[src/rtl/byte_packer.sv]
// Byte packer: gathers a stream of bytes into NBYTES-wide words, lowest lane first.
// A word is emitted when it fills or when a byte marked last arrives, so short
// packet tails come out as partial words with a matching keep mask.
module byte_packer #(
    parameter int NBYTES = 4
) (
    input  logic                  clk,
    input  logic                  rst,
    input  logic                  valid_i,
    input  logic [7:0]            din,
    input  logic                  last_i,
    output logic                  ready_o,
    output logic                  valid_o,
    output logic [8*NBYTES-1:0]   dout,
    output logic [NBYTES-1:0]     keep_o,
    output logic                  last_o,
    input  logic                  ready_i
);

    localparam int CW = $clog2(NBYTES);

    logic [CW-1:0]          cnt;
    logic [8*NBYTES-1:0]    acc_data;
    logic [NBYTES-1:0]      acc_keep;
    logic                   accept;
    logic                   complete;
    logic [8*NBYTES-1:0]    merged_data;
    logic [NBYTES-1:0]      merged_keep;

    // The single output register can take a new word whenever it is empty or
    // being drained this cycle, so upstream never stalls on a draining word.
    assign ready_o  = ~valid_o | ready_i;
    assign accept   = valid_i & ready_o;
    assign complete = accept & (last_i | (cnt == CW'(NBYTES - 1)));

    // Partial word with the incoming byte dropped into lane cnt.
    always_comb begin
        merged_data = acc_data;
        merged_keep = acc_keep;
        for (int k = 0; k < NBYTES; k++) begin
            if (cnt == CW'(k)) begin
                merged_data[8*k +: 8] = din;
                merged_keep[k]        = 1'b1;
            end
        end
    end

    // Accumulator: grows by one lane per accepted byte, empties when a word completes.
    always_ff @(posedge clk or negedge rst) begin
        if (!rst) begin
            cnt      <= '0;
            acc_data <= '0;
            acc_keep <= '0;
        end else if (complete) begin
            cnt      <= '0;
            acc_data <= '0;
            acc_keep <= '0;
        end else if (accept) begin
            cnt      <= cnt + 1'b1;
            acc_data <= merged_data;
            acc_keep <= merged_keep;
        end
    end

    // Output register: a completing byte overwrites it (no bubble), a drain alone clears valid.
    always_ff @(posedge clk or negedge rst) begin
        if (!rst) begin
            valid_o <= 1'b0;
            dout    <= '0;
            keep_o  <= '0;
            last_o  <= 1'b0;
        end else if (complete) begin
            valid_o <= 1'b1;
            dout    <= merged_data;
            keep_o  <= merged_keep;
            last_o  <= last_i;
        end else if (valid_o && ready_i) begin
            valid_o <= 1'b0;
        end
    end

endmodule

[config.mk]
export PLATFORM = sky130hd
export DESIGN_NAME = byte_packer
export DESIGN_NICKNAME = d
export VERILOG_FILES = /design/src/rtl/byte_packer.sv
export SDC_FILE = /design/constraint.sdc
export NUM_CORES = 1
export LEC_CHECK = 0
export CAP_MARGIN = 20
export CORE_ASPECT_RATIO = 0.6
export CORE_MARGIN = 3
export CORE_UTILIZATION = 30
export CTS_BUF_LIST = sky130_fd_sc_hd__clkbuf_8 sky130_fd_sc_hd__clkbuf_16
export CTS_CLUSTER_DIAMETER = 120
export CTS_CLUSTER_SIZE = 25
export DETAILED_ROUTE_END_ITERATION = 8
export SYNTH_ARGS = -nofsm -noshare
export SYNTH_HDL_FRONTEND = slang
export SYNTH_SLANG_ARGS = --single-unit
export TNS_END_PERCENT = 5
[constraint.sdc]
create_clock -name clk -period 2.5 [get_ports clk]
set_input_delay 0.25 -clock clk [delete_from_list [all_inputs] [get_ports clk]]
set_output_delay 0.25 -clock clk [all_outputs]
set_load 0.05 [all_outputs]
* Word-level counts from Yosys, hierarchy flattened
Index checks and enable logic that the tools add are counted.
** Storage, ports and cells
- Flip-flop bits (word level) :: 76
- Latch bits :: 0
- RAM bits :: 0
- Bits in read-only memories :: 0
- Input port bits :: 13
- Output and inout bits :: 39
- Logic and storage cells :: 36
- Memories kept :: 0
** Cells by class
- Add/subtract/negate cells :: 1
- $mul :: 0
- Divide/modulo/power cells :: 0
- $lt $le $gt $ge :: 0
- Equal/unequal tests :: 3
- Shifts and indexed selects :: 0
- Muxes and demuxes :: 16
- Bitwise gates (word level) :: 5
- Reductions and logical operators :: 4
** Operators by type and width (count)
- two-way mux 32 bit :: 2
- two-way mux 8 bit :: 4
- two-way mux 4 bit :: 2
- two-way mux 1 bit :: 6
- == test 2 bit (second input constant) :: 2
- two-way mux 2 bit :: 2
- nonzero test 2 bit :: 2
- adder 2 x 1 -> 2 bit (second input constant) :: 1
- bitwise AND 1 bit :: 2
- == test 2 x 1 -> 1 bit (second input constant) :: 1
- zero test 2 bit :: 1
- OR 1 bit :: 2
- logical AND 1 bit :: 1
- NOT 1 bit :: 1

* Logic depth before layout (Yosys ltp)
- Depth in word-level cells :: 5
- Depth in mapped cells :: 7
- Gate-level depth less buffers :: 4

* Least setup slack after synthesis
OpenSTA, ideal clock, no wires.
- Path kind :: register -> register
- Start :: register valid_o
- End :: register dout[28]
- Library setup time :: 0.137 ns
- Arrival :: 1.515 ns
- Required time :: 2.363 ns
- Slack :: 0.848 ns
- Cell stages (with the launch flop) :: 6
- Path buffers :: 2
- Period minus slack after synthesis :: 1.652 ns
- Cell sequence :: dfrtp_1 nand2b_1 buf_4 buf_2 a31oi_1 a21oi_1
** On the way
- Word-level cells in the longest chain between the ends :: 4
** Ends and longest elaborated chain
- start: declaration :: RTL line 13 : output logic valid_o,
- start signal: assignment :: RTL line 68 : valid_o <= 1'b0;
- start signal: assignment :: RTL line 73 : valid_o <= 1'b1;
- start signal: assignment :: RTL line 78 : valid_o <= 1'b0;
- NOT 1 bit :: RTL line 32 : assign ready_o = ~valid_o | ready_i;
- OR 1 bit :: RTL line 32
- net ready_o :: RTL line 12 : output logic ready_o,
- bitwise AND 1 bit :: RTL line 33 : assign accept = valid_i & ready_o;
- bitwise AND 1 bit :: RTL line 34 : assign complete = accept & (last_i | (cnt == CW'(NBYTES - 1)));
- end signal: assignment :: RTL line 74 : dout <= merged_data;
- end: declaration :: RTL line 14 : output logic [8*NBYTES-1:0] dout,
The timed path passes the listed nets, and every way through them passes these cells.
A chain may end at the register's enable or synchronous reset.

* Worst setup path in the final report
- Start :: register cnt[0]
- End :: register acc_data[13]
** On the way
- Word-level cells in the longest chain between the ends :: 4
- Elaborated cells on any way between the ends :: 8
- Classes of those cells :: eq/ne: 2; mux: 3; bitwise: 2; reduce/logical: 1
** Ends and longest elaborated chain
- start: declaration :: RTL line 22 : logic [CW-1:0] cnt;
- start signal: assignment :: RTL line 59 : cnt <= cnt + 1'b1;
- == test 2 x 1 -> 1 bit or == test 2 bit (tied branches) :: RTL line 41, 34
- two-way mux 8 bit or OR 1 bit (tied branches) :: RTL line 41, 34
- two-way mux 32 bit or bitwise AND 1 bit (tied branches) :: RTL line 58, 34
- two-way mux 32 bit or nonzero test 2 bit (tied branches)
- end signal: assignment :: RTL line 60 : acc_data <= merged_data;
- end: declaration :: RTL line 23 : logic [8*NBYTES-1:0] acc_data;
Several ways; a longest one is shown, not always the timed one. The select of a mux whose other input is x is not followed.

==> results.json <==
{
  "clk_pin_slew_worst_paths_ps": 60,
  "status": "completed",
  "cts_max_path_buffers": 2,
  "rows": 29,
  "chipWidth_um": 143,
  "syn_to_final_growth_pct": 27.6,
  "grt-busiest-layer": "met1",
  "critical-path-max-stage-delay_ps": 400,
  "ys_seq_area_frac": 0.564,
  "final_nets": 336,
  "critical-path-slowest-cell": "dfrtp_1",
  "syn_area_um2": 3370,
  "dieArea_um2": 12600,
  "rsz0062_at_grt": "false",
  "dpl.hpwl_um": 5580,
  "grt_pass1_vias": 2509,
  "power_uw": 4770,
  "drtIter0Drc": 124,
  "overflow": 0,
  "powerDensity_nw_per_um2": 1110,
  "grt_pass1_wl_um": 14200,
  "start_kind": "flop",
  "drv_slew": 0,
  "wirelength_um": 8640,
  "hp-class": "input port to async pin",
  "cts_tree": "yes",
  "drv_cap": 0,
  "syn-num-nets": 292,
  "placed_cell_area_um2": 3980,
  "cp_max_fo": 19,
  "via_per_inst": 5.20,
  "use_met2": 0.202,
  "ys_ff_latch": 76,
  "antennaDiodeCount": 0,
  "drive_gt1_frac": 0.154,
  "relSlewSlack": 0.348,
  "layout_common_cells": "dfrtp_1, clkdlybuf4s50_1, a31oi_1, mux2i_1, a22o_1",
  "cts_sinks": 76,
  "finClkSkew_ps": 7.17,
  "numPortBuffers": 51,
  "worstPathArrival_ps": 2200,
  "synth_cells": 275,
  "ant_nets": 0,
  "gp_congestion": 0.762,
  "fmax_mhz": 518,
  "io_pins": 52,
  "grt_use_met1": 0.226,
  "drc": 0,
  "ff2ff_setup_slack_ps": 570,
  "vias": 2409,
  "routedWlPerCell_um": 18.7,
  "critical_path.cell_chain": "ha_1 -> or2_1 -> buf_4 -> o211ai_2 -> a22o_1",
  "ys.warnings.count": 0,
  "core_area_um2": 10800,
  "worst-setup-path-type": "flop to flop",
  "fin_area_um2": 4300,
  "use_met3": 0.0420,
  "first_pass_iters": 4,
  "totalNegativeSetupSlack_ps": 0,
  "clk_latency_ps": 330,
  "postCtsSetupBuffers": 0,
  "cts-buffers-inserted": 9,
  "die_y_um": 88.1,
  "hold_viol": 0,
  "leakagePower_uw": 0.00182,
  "cts_repair_resize_count": 0,
  "ir_worst_vdd_uv": 539,
  "crit_path_end_kind": "flop",
  "postCtsHoldBufs": 0,
  "grt_max_degree": 77,
  "initial_core_util": 0.313,
  "grt_antenna_before_repair": 0,
  "worst_pin_slew_ps": 979,
  "final_common_cell": "dfrtp_1",
  "final_util": 0.399,
  "grt_use_total": 0.147,
  "clock-root-buffer": "clkbuf_16",
  "avgSynthCellArea_um2": 12.3,
  "synth_cell_types": 26,
  "min_period_ps": 1930,
  "htreeDepth": 3,
  "required_ps": 2770,
  "period_share": 0.773,
  "setup_viol": 0
}
metal layers:
layer  share of wire  up-vias  wire (um)
met3           0.059        7        514
met4           0.011        0         99
met2            0.41       67       3550
met5               0        -          0
li1                -     1119          -
met1            0.52     1216       4480
critical path, delay by kind of cell (launching register included):
kind / cells / cell delay [ps]
buf+inv: 1 / 290
flops: 1 / 400
compound gates: 2 / 560
fa+ha+maj: 1 / 220
simple gates: 1 / 390
kinds of logic (layout without fill, tap and decap cells):
family                     after synthesis  after routing  share of synthesized area
AOI/OAI and AO/OA                      104            104                      0.226
DFF                                     76             76                      0.564
muxes                                   33             33                     0.0979
and+or+nand+nor                         29             29                     0.0505
buffers and inverters                   29             78                     0.0471
adders and majority gates                4              4                     0.0148
path summary, 6_finish.rpt:
kind | from | end | cells past startpoint
hold / removal | rst | dout[2] | 1
max in group asynchronous | rst | dout[16] | 1
setup / recovery | cnt[0] | acc_data[13] | 5
min in group clk | acc_data[30] | acc_data[30] | 1
setup reg to reg | cnt[0] | acc_data[13] | 5
hold reg to reg | acc_data[30] | acc_data[30] | 1
flip-flops by register name, summed over array words and instances, names as in the netlist:
name      flops
keep_o        4
cnt           2
valid_o       1
acc_data     32
acc_keep      4
dout         32
last_o        1
report_power, final:
part | switching, uW | internal [uW] | total (uW) | leakage, uW
Sequential | 154 | 1490 | 1640 | 0.000958
Combinational | 1130 | 606 | 1740 | 0.000696
Clock | 499 | 892 | 1390 | 0.000161
cell usage after synthesis (all sizes together):
master / instances / area [um2]
nand2b: 1 / 6.26
ha: 4 / 50.1
clkbuf: 7 / 26.3
and2: 10 / 62.6
dfrtp: 76 / 1900
o211ai: 3 / 37.5
nand4: 1 / 6.26
a22o: 25 / 219
buf: 20 / 125
a211oi: 1 / 7.51
nor2: 8 / 30.0
inv: 2 / 7.51
a21oi: 36 / 255
and4: 3 / 26.3
nand3: 2 / 10.0
or2: 1 / 6.26
a31oi: 38 / 238
and3: 1 / 11.3
o21ai: 1 / 5.00
nor3b: 1 / 7.51
mux2i: 33 / 330
nand2: 1 / 3.75
cell type report:
class,instances,area (um2)
fillers,1019,6470
repair buffers,60,586
inverters,2,7.51
flip-flops and latches,76,1900
clock buffers,10,239
well taps,139,174
multi-input cells,170,1320
clock inverters,6,80.1
through the flow:
stage               hold WS (ps)  cells  setup WS (ps)
CTS                          105    463            545
floorplan                  -45.6    275            848
finish                      52.2    463            569
detailed placement           471    447            355
global route                 151    463            412
global placement             464    447            429
(Power assumes the default switching activity.)
